**src/rtl/obi_uart_pkg.sv**
```systemverilog
// Shared register map, STATUS bit positions and FSM state encodings for the OBI UART.
package obi_uart_pkg;

    localparam logic [3:0] REG_DATA   = 4'h0;
    localparam logic [3:0] REG_STATUS = 4'h4;
    localparam logic [3:0] REG_DIV    = 4'h8;

    localparam int unsigned STAT_TX_BUSY    = 0;
    localparam int unsigned STAT_RX_VALID   = 1;
    localparam int unsigned STAT_RX_FULL    = 2;
    localparam int unsigned STAT_RX_OVERRUN = 3;
    localparam int unsigned STAT_FRAME_ERR  = 4;
    localparam int unsigned STAT_WIDTH      = 5;

    typedef logic [1:0] tx_state_e;
    localparam tx_state_e TX_IDLE  = 2'd0;
    localparam tx_state_e TX_START = 2'd1;
    localparam tx_state_e TX_DATA  = 2'd2;
    localparam tx_state_e TX_STOP  = 2'd3;

    typedef logic [2:0] rx_state_e;
    localparam rx_state_e RX_IDLE      = 3'd0;
    localparam rx_state_e RX_START     = 3'd1;
    localparam rx_state_e RX_DATA      = 3'd2;
    localparam rx_state_e RX_STOP      = 3'd3;
    localparam rx_state_e RX_WAIT_IDLE = 3'd4;

endpackage

```
**src/rtl/obi_uart_rx_fifo.sv**
```systemverilog
// Synchronous FIFO for received bytes; a push into a full FIFO only lands when a pop coincides.
module obi_uart_rx_fifo #(
    parameter int unsigned Depth = 8,
    parameter int unsigned Width = 8
) (
    input  logic                     clk_i,
    input  logic                     rst_ni,
    input  logic                     push_i,
    input  logic [Width-1:0]         wdata_i,
    input  logic                     pop_i,
    output logic [Width-1:0]         rdata_o,
    output logic                     full_o,
    output logic                     empty_o,
    output logic [$clog2(Depth):0]   count_o
);

    localparam int unsigned PtrW = $clog2(Depth);

    logic [Width-1:0] mem_q [Depth];
    logic [PtrW-1:0]  wptr_q, rptr_q;
    logic [PtrW:0]    count_q;
    logic             do_push, do_pop;

    assign empty_o = (count_q == '0);
    assign full_o  = (count_q == (PtrW + 1)'(Depth));
    assign count_o = count_q;
    assign rdata_o = mem_q[rptr_q];

    assign do_pop  = pop_i & ~empty_o;
    assign do_push = push_i & (~full_o | do_pop);

    always_ff @(posedge clk_i) begin
        if (do_push) begin
            mem_q[wptr_q] <= wdata_i;
        end
    end

    always_ff @(posedge clk_i or negedge rst_ni) begin
        if (!rst_ni) begin
            wptr_q  <= '0;
            rptr_q  <= '0;
            count_q <= '0;
        end else begin
            if (do_push) begin
                wptr_q <= wptr_q + 1'b1;
            end
            if (do_pop) begin
                rptr_q <= rptr_q + 1'b1;
            end
            if (do_push && !do_pop) begin
                count_q <= count_q + 1'b1;
            end else if (do_pop && !do_push) begin
                count_q <= count_q - 1'b1;
            end
        end
    end

endmodule

```
**src/rtl/obi_uart.sv**
```systemverilog
// OBI responder UART: TX holding register + shifter, RX deserializer feeding an RX FIFO,
// registered single-cycle responses with grant stalling while the TX holding register is full.
module obi_uart #(
    parameter int unsigned CLK_FREQ      = 25_000_000,
    parameter int unsigned BAUDRATE      = 115200,
    parameter int unsigned RX_FIFO_DEPTH = 8,
    parameter int unsigned DIV_WIDTH     = 16
) (
    input  logic        clk_i,
    input  logic        rst_ni,
    input  logic        req_i,
    output logic        gnt_o,
    input  logic [3:0]  addr_i,
    input  logic        we_i,
    input  logic [3:0]  be_i,
    input  logic [31:0] wdata_i,
    output logic        rvalid_o,
    output logic [31:0] rdata_o,
    output logic        err_o,
    output logic        ser_tx_o,
    input  logic        ser_rx_i,
    output logic        irq_o
);

    import obi_uart_pkg::*;

    localparam logic [DIV_WIDTH-1:0] DivReset = DIV_WIDTH'(CLK_FREQ / BAUDRATE);
    localparam logic [DIV_WIDTH-1:0] CntOne   = DIV_WIDTH'(1);
    localparam logic [DIV_WIDTH-1:0] DivMin   = DIV_WIDTH'(4);

    // Bus decode and handshake
    logic [3:0] reg_off;
    logic       sel_data, sel_status, sel_div;
    logic       accept, tx_load;
    logic       wr_data, rd_data, rd_status, wr_div;

    // Registers
    logic [DIV_WIDTH-1:0] div_q, div_d;
    logic [7:0]           hold_q, hold_d;
    logic                 hold_full_q, hold_full_d;
    logic                 overrun_q, overrun_d;
    logic                 frame_err_q, frame_err_d;
    logic                 rvalid_q;
    logic [31:0]          rdata_q, rdata_d;
    logic                 err_q, err_d;
    logic [31:0]          div_merge;
    logic [STAT_WIDTH-1:0] status;

    // TX
    tx_state_e            tx_state_q, tx_state_d;
    logic [DIV_WIDTH-1:0] tx_cnt_q, tx_cnt_d;
    logic [2:0]           tx_bit_q, tx_bit_d;
    logic [7:0]           tx_shift_q, tx_shift_d;
    logic                 tx_q, tx_d;
    logic                 tx_last;

    // RX
    logic                 rx_meta_q, rx_sync_q;
    rx_state_e            rx_state_q, rx_state_d;
    logic [DIV_WIDTH-1:0] rx_cnt_q, rx_cnt_d;
    logic [2:0]           rx_bit_q, rx_bit_d;
    logic [7:0]           rx_shift_q, rx_shift_d;
    logic                 rx_last, rx_push, rx_frame_set, rx_overrun_set;

    // FIFO
    logic                       fifo_pop, fifo_full, fifo_empty;
    logic [7:0]                 fifo_rdata;
    logic [$clog2(RX_FIFO_DEPTH):0] fifo_count;
    logic                       unused_sink;

    assign reg_off    = {addr_i[3:2], 2'b00};
    assign sel_data   = (reg_off == REG_DATA);
    assign sel_status = (reg_off == REG_STATUS);
    assign sel_div    = (reg_off == REG_DIV);

    assign tx_load = (tx_state_q == TX_IDLE) & hold_full_q;
    // A write landing in the same cycle the holding register drains into the shifter is granted.
    assign gnt_o   = req_i & ~(we_i & sel_data & hold_full_q & ~tx_load);
    assign accept  = req_i & gnt_o;

    assign wr_data   = accept & we_i & sel_data & be_i[0];
    assign rd_data   = accept & ~we_i & sel_data;
    assign rd_status = accept & ~we_i & sel_status;
    assign wr_div    = accept & we_i & sel_div;
    assign fifo_pop  = rd_data & ~fifo_empty;

    always_comb begin
        status                  = '0;
        status[STAT_TX_BUSY]    = hold_full_q | (tx_state_q != TX_IDLE);
        status[STAT_RX_VALID]   = ~fifo_empty;
        status[STAT_RX_FULL]    = fifo_full;
        status[STAT_RX_OVERRUN] = overrun_q;
        status[STAT_FRAME_ERR]  = frame_err_q;
    end

    always_comb begin
        for (int i = 0; i < 4; i++) begin
            div_merge[8*i +: 8] = be_i[i] ? wdata_i[8*i +: 8] : 8'(32'(div_q) >> (8 * i));
        end
    end

    always_comb begin
        rdata_d = '0;
        err_d   = 1'b0;
        if (accept) begin
            case (reg_off)
                REG_DATA: begin
                    if (!we_i) begin
                        rdata_d = fifo_empty ? 32'hFFFF_FFFF : {24'b0, fifo_rdata};
                    end
                end
                REG_STATUS: begin
                    if (we_i) begin
                        err_d = 1'b1;
                    end else begin
                        rdata_d = 32'(status);
                    end
                end
                REG_DIV: begin
                    if (!we_i) begin
                        rdata_d = 32'(div_q);
                    end
                end
                default: err_d = 1'b1;
            endcase
        end
    end

    always_comb begin
        div_d       = div_q;
        hold_d      = hold_q;
        hold_full_d = hold_full_q;
        overrun_d   = overrun_q;
        frame_err_d = frame_err_q;
        if (wr_div && (div_merge[DIV_WIDTH-1:0] >= DivMin)) begin
            div_d = div_merge[DIV_WIDTH-1:0];
        end
        if (tx_load) begin
            hold_full_d = 1'b0;
        end
        if (wr_data) begin
            hold_full_d = 1'b1;
            hold_d      = wdata_i[7:0];
        end
        // Clear-on-read first so an event in the same cycle is not lost.
        if (rd_status) begin
            overrun_d   = 1'b0;
            frame_err_d = 1'b0;
        end
        if (rx_overrun_set) begin
            overrun_d = 1'b1;
        end
        if (rx_frame_set) begin
            frame_err_d = 1'b1;
        end
    end

    always_ff @(posedge clk_i or negedge rst_ni) begin
        if (!rst_ni) begin
            div_q       <= DivReset;
            hold_q      <= '0;
            hold_full_q <= 1'b0;
            overrun_q   <= 1'b0;
            frame_err_q <= 1'b0;
            rvalid_q    <= 1'b0;
            rdata_q     <= '0;
            err_q       <= 1'b0;
        end else begin
            div_q       <= div_d;
            hold_q      <= hold_d;
            hold_full_q <= hold_full_d;
            overrun_q   <= overrun_d;
            frame_err_q <= frame_err_d;
            rvalid_q    <= accept;
            rdata_q     <= rdata_d;
            err_q       <= err_d;
        end
    end

    assign rvalid_o = rvalid_q;
    assign rdata_o  = rdata_q;
    assign err_o    = err_q;

    assign tx_last = (tx_cnt_q == CntOne);

    always_comb begin
        tx_state_d = tx_state_q;
        tx_cnt_d   = tx_cnt_q;
        tx_bit_d   = tx_bit_q;
        tx_shift_d = tx_shift_q;
        tx_d       = tx_q;
        case (tx_state_q)
            TX_IDLE: begin
                tx_d = 1'b1;
                if (hold_full_q) begin
                    tx_state_d = TX_START;
                    tx_shift_d = hold_q;
                    tx_cnt_d   = div_q;
                    tx_d       = 1'b0;
                end
            end
            TX_START: begin
                if (tx_last) begin
                    tx_state_d = TX_DATA;
                    tx_cnt_d   = div_q;
                    tx_bit_d   = '0;
                    tx_d       = tx_shift_q[0];
                end else begin
                    tx_cnt_d = tx_cnt_q - CntOne;
                end
            end
            TX_DATA: begin
                if (tx_last) begin
                    tx_cnt_d = div_q;
                    if (tx_bit_q == 3'd7) begin
                        tx_state_d = TX_STOP;
                        tx_d       = 1'b1;
                    end else begin
                        tx_bit_d   = tx_bit_q + 3'd1;
                        tx_shift_d = {1'b0, tx_shift_q[7:1]};
                        tx_d       = tx_shift_q[1];
                    end
                end else begin
                    tx_cnt_d = tx_cnt_q - CntOne;
                end
            end
            TX_STOP: begin
                if (tx_last) begin
                    tx_state_d = TX_IDLE;
                end else begin
                    tx_cnt_d = tx_cnt_q - CntOne;
                end
            end
            default: begin
                tx_state_d = TX_IDLE;
                tx_d       = 1'b1;
            end
        endcase
    end

    always_ff @(posedge clk_i or negedge rst_ni) begin
        if (!rst_ni) begin
            tx_state_q <= TX_IDLE;
            tx_cnt_q   <= '0;
            tx_bit_q   <= '0;
            tx_shift_q <= '0;
            tx_q       <= 1'b1;
        end else begin
            tx_state_q <= tx_state_d;
            tx_cnt_q   <= tx_cnt_d;
            tx_bit_q   <= tx_bit_d;
            tx_shift_q <= tx_shift_d;
            tx_q       <= tx_d;
        end
    end

    assign ser_tx_o = tx_q;

    assign rx_last = (rx_cnt_q == CntOne);

    always_comb begin
        rx_state_d   = rx_state_q;
        rx_cnt_d     = rx_cnt_q;
        rx_bit_d     = rx_bit_q;
        rx_shift_d   = rx_shift_q;
        rx_push      = 1'b0;
        rx_frame_set = 1'b0;
        case (rx_state_q)
            RX_IDLE: begin
                if (!rx_sync_q) begin
                    rx_state_d = RX_START;
                    rx_cnt_d   = div_q >> 1;
                end
            end
            RX_START: begin
                if (rx_last) begin
                    if (rx_sync_q) begin
                        rx_state_d = RX_IDLE;
                    end else begin
                        rx_state_d = RX_DATA;
                        rx_cnt_d   = div_q;
                        rx_bit_d   = '0;
                    end
                end else begin
                    rx_cnt_d = rx_cnt_q - CntOne;
                end
            end
            RX_DATA: begin
                if (rx_last) begin
                    rx_shift_d = {rx_sync_q, rx_shift_q[7:1]};
                    rx_cnt_d   = div_q;
                    if (rx_bit_q == 3'd7) begin
                        rx_state_d = RX_STOP;
                    end else begin
                        rx_bit_d = rx_bit_q + 3'd1;
                    end
                end else begin
                    rx_cnt_d = rx_cnt_q - CntOne;
                end
            end
            RX_STOP: begin
                if (rx_last) begin
                    if (rx_sync_q) begin
                        rx_push    = 1'b1;
                        rx_state_d = RX_IDLE;
                    end else begin
                        rx_frame_set = 1'b1;
                        rx_state_d   = RX_WAIT_IDLE;
                    end
                end else begin
                    rx_cnt_d = rx_cnt_q - CntOne;
                end
            end
            RX_WAIT_IDLE: begin
                if (rx_sync_q) begin
                    rx_state_d = RX_IDLE;
                end
            end
            default: rx_state_d = RX_IDLE;
        endcase
    end

    assign rx_overrun_set = rx_push & fifo_full & ~fifo_pop;

    always_ff @(posedge clk_i or negedge rst_ni) begin
        if (!rst_ni) begin
            rx_meta_q  <= 1'b1;
            rx_sync_q  <= 1'b1;
            rx_state_q <= RX_IDLE;
            rx_cnt_q   <= '0;
            rx_bit_q   <= '0;
            rx_shift_q <= '0;
        end else begin
            rx_meta_q  <= ser_rx_i;
            rx_sync_q  <= rx_meta_q;
            rx_state_q <= rx_state_d;
            rx_cnt_q   <= rx_cnt_d;
            rx_bit_q   <= rx_bit_d;
            rx_shift_q <= rx_shift_d;
        end
    end

    obi_uart_rx_fifo #(
        .Depth (RX_FIFO_DEPTH),
        .Width (8)
    ) u_rx_fifo (
        .clk_i   (clk_i),
        .rst_ni  (rst_ni),
        .push_i  (rx_push),
        .wdata_i (rx_shift_q),
        .pop_i   (fifo_pop),
        .rdata_o (fifo_rdata),
        .full_o  (fifo_full),
        .empty_o (fifo_empty),
        .count_o (fifo_count)
    );

    assign irq_o = ~fifo_empty;

    assign unused_sink = ^{addr_i[1:0], fifo_count, div_merge};

endmodule
```
**config.mk**
```make
export PLATFORM = sky130hd
export DESIGN_NAME = obi_uart
export DESIGN_NICKNAME = d
export VERILOG_FILES = /design/src/rtl/obi_uart_pkg.sv /design/src/rtl/obi_uart_rx_fifo.sv /design/src/rtl/obi_uart.sv
export SDC_FILE = /design/constraint.sdc
export NUM_CORES = 1
export LEC_CHECK = 0
export BUFFER_PORTS_ARGS = -buffer_cell sky130_fd_sc_hd__buf_4
export CORE_MARGIN = 5
export CORE_UTILIZATION = 64
export DETAILED_ROUTE_END_ITERATION = 16
export PLACE_DENSITY_LB_ADDON = 0.2
export SYNTH_ARGS = -nofsm -noshare
export SYNTH_HDL_FRONTEND = slang
export SYNTH_HIERARCHICAL = 1
export SYNTH_SLANG_ARGS = --single-unit
```
**constraint.sdc**
```tcl
create_clock -name clk_i -period 5.21 [get_ports clk_i]
set_input_delay 0.7815 -clock clk_i [delete_from_list [all_inputs] [get_ports clk_i]]
set_output_delay 0.7815 -clock clk_i [all_outputs]
set_load 0.05 [all_outputs]
```
==> flow_metrics.env <==
export IMPL_cap_viol_max_count=0
export IMPL_cpPeakStageDelay_ns=0.49
export IMPL_synth_cell_types=77
export IMPL_synth_warnings=6
export IMPL_power_total_mw=4.491
export IMPL_synth_cell_area_um2=9101
export IMPL_fin_nets=856
export IMPL_power_density_nw_per_um2=441.7
export IMPL_die_y_um=129.3
export IMPL_cp_required_ns=5.51
export IMPL_ctsHoldBuffers=0
export IMPL_grt_util_all_layers=0.2631
export IMPL_fin_worst_skew_ns=0.009272
export IMPL_tightest_slew_ns=1.176
export IMPL_post_drt_wl_per_cell_um=21.44
export IMPL_via_count=6594
export IMPL_path_class="reg2reg"
export IMPL_critPathBufInv=3
export IMPL_grt_pass1_vias=6446
export IMPL_cts_tree="done"
export IMPL_setup_tns_final_ns=0
export IMPL_clk_pin_slew_ns=0.07
export IMPL_hold_end="rx_sync_q"
export IMPL_drt_pass1_iter_count=5
export IMPL_timing_final_crit_period_ns=4.211
export IMPL_reg2reg_depth=14
export IMPL_cts_path_max_buffers=2
export IMPL_avgSynthCellArea_um2=12.09
export IMPL_grt_pass1_wl_um=34070
export IMPL_antenna_found_initial=0
export IMPL_synth_fp_nets=817
export IMPL_postCtsSetupBuffers=0
export IMPL_critPathMostFrequentCell="ha_1"
export IMPL_dp_hpwl_um=14540
export IMPL_setup_viol=0
export IMPL_ir_worst_vdd_mv=0.2580
export IMPL_seqCellArea_um2=4885
export IMPL_final_hold_violation_count=0
export IMPL_synth_yosys_seq_area_share=0.5367
export IMPL_htree_levels=4
export IMPL_cp_top_family="simple AND/OR/NAND/NOR gates"
export IMPL_cts_root_buf="clkbuf_16"
export IMPL_multi_input_area_um2=3876
export IMPL_overflow=0
export IMPL_r2r_end="u_rx_fifo/count_o[3]"
export IMPL_ios=82
export IMPL_drive_above_1_share=0.2584
export IMPL_synthArstFlopShare=0.6484
export IMPL_end_kind="flip-flop"
export IMPL_num_rows=43
export IMPL_ff2ff_setup_slack_ns=1.0
export IMPL_die_area_um2=16710
export IMPL_leakagePower_nw=4.202
export IMPL_rsz0062_at_grt="no"
export IMPL_num_antenna_cells=0
export IMPL_viasPerCell=6.694
export IMPL_synthDominantCellAreaShare=0.3024
export IMPL_drt_initial_drc_count=615
export IMPL_numPortBuffers=61
export IMPL_status="completed"
export IMPL_ant_nets=0
export IMPL_cp_start_kind="flip-flop"
export IMPL_clk_latency_ns=0.43
export IMPL_synth_edf_count=64
export IMPL_drv_slew=0
export IMPL_critPathMaxFanout=7
export IMPL_cts_buffers=17
export IMPL_finalWeightedCongestion=0.9352
export IMPL_period_share=0.8082
export IMPL_synth_seq_cells=182
export IMPL_initial_core_util=0.6531
export IMPL_worstPathCellList="inv_1, ha_1, nor4b_1, nand4_1, or3_1, nor2_1, o21ai_4, inv_2, ha_1, inv_1, ha_1, or4_1, o211ai_1, o211ai_1"
export IMPL_drc=0
export IMPL_fillCellCount=947
export IMPL_min_from="rx_meta_q"
export IMPL_relSlewSlack=0.2161
export IMPL_synth_area_top_cells="dfrtp_1, edfxtp_1, mux2_2"
export IMPL_critical_path_slowest_cell="or4_1"
export IMPL_area_delta_synth_final_pct=11.73
export IMPL_finalWirelength_um=21110
export IMPL_reg2reg_from="rx_cnt_q[1]"
export IMPL_synth_top_cell_by_area="dfrtp_1"
export IMPL_syn_inst=753
export IMPL_holdCritPathClass="reg2reg"
export IMPL_grt_max_degree=82
export IMPL_fmax_mhz=237.5
export IMPL_cts_resized=0
export IMPL_die_x_um=129.3
export IMPL_ys_flop_type="dfrtp_1"
export IMPL_core_um2=13930
export IMPL_hold_depth=0
export IMPL_cts_sink_count=182
export IMPL_cp_arrival_ns=4.51
final cells by class:
type,instances,share of cell area
multi-input cells,501,0.3812
clock inverters,15,0.01575
well taps,180,0.02215
inverters,21,0.007752
repair buffers,69,0.05094
flip-flops and latches,182,0.4804
clock buffers,17,0.04184
logic make-up (layout without fill, tap and decap cells):
logic type	after synthesis	count (layout)	synth area share
and+or+nand+nor	208	208	0.1252
AOI/OAI and AO/OA	183	183	0.1435
DFF	182	182	0.5367
muxes	83	83	0.1218
buffers and inverters	70	122	0.03808
adders and majority gates	19	19	0.02695
xor gates and xnor gates	8	8	0.007699
flip-flops by register name, summed over array words and instances, names as in the netlist:
signal,flops
u_rx_fifo/wptr_q,3
hold_q,8
rx_cnt_q,16
rx_sync_q,1
tx_shift_q,8
hold_full_q,1
u_rx_fifo/count_o,4
err_o,1
overrun_q,1
div_q,16
ser_tx_o,1
rvalid_o,1
frame_err_q,1
rx_state_q,3
tx_cnt_q,16
u_rx_fifo/mem_q,64
tx_bit_q,3
tx_state_q,2
rdata_o,17
u_rx_fifo/rptr_q,3
rx_meta_q,1
rx_shift_q,8
rx_bit_q,3
per-layer routing:
metal | wire, um | up-vias | share of wire | track usage
met5 | 0 | - | 0 | 0
met4 | 558 | 0 | 0.026 | 0.1050
met3 | 1269 | 56 | 0.060 | 0.04699
met2 | 10780 | 282 | 0.51 | 0.4521
met1 | 8506 | 3294 | 0.40 | 0.3331
li1 | - | 2962 | - | -
worst max-delay path by stage:
stage,start,to,cells past startpoint
2_1_floorplan,addr_i[2],u_rx_fifo/count_o[3],10
3_3_place_gp,rx_cnt_q[1],u_rx_fifo/count_o[3],14
3_5_place_dp,rx_cnt_q[1],u_rx_fifo/count_o[3],14
4_1_cts,rx_cnt_q[1],u_rx_fifo/count_o[3],14
5_1_grt,rx_cnt_q[1],u_rx_fifo/count_o[3],14
6_report,rx_cnt_q[1],u_rx_fifo/count_o[3],14
power by group:
part           total, mW  internal [mW]  switching, mW
Sequential          1.93           1.67          0.255
Combinational       1.31          0.551          0.760
Clock               1.25          0.642          0.610
Total               4.49           2.87           1.62
stage by stage:
stage / hold slack [ns] / area (um2) / setup WS, ns / std cells / util
CTS: 0.3570 / 10170 / 1.050 / 985 / 0.7297
global placement: 0.3459 / 9583 / 1.398 / 953 / 0.6877
detailed placement: 0.3472 / 9583 / 1.099 / 953 / 0.6877
finish: 0.3560 / 10170 / 0.9991 / 985 / 0.7297
floorplan: 0.3452 / 9101 / 1.788 / 753 / -
global route: 0.3587 / 10170 / 0.7970 / 985 / 0.7297
cells in the final DEF (no fill, tap or decap), drive strengths merged, types with 24 or more instances in the layout:
master and instances:
nor2 55, inv 29, dfrtp 110, a21oi 35
edfxtp 64, buf 69, nand2 43, o21ai 47
mux2 59, nor3 24
cell usage after synthesis, types with 10 or more instances:
master / instances
nor3_1: 22
dfrtp_1: 110
buf_4: 16
ha_1: 18
nand2b_1: 15
mux4_2: 16
a32oi_1: 14
clkbuf_1: 23
a221o_1: 10
inv_1: 19
edfxtp_1: 64
nand2_1: 43
a22o_1: 15
nor2_1: 55
o31ai_1: 10
o21ai_0: 43
a21oi_1: 33
nand3_1: 13
mux2_2: 58
Power figures use the tool's default switching activity.
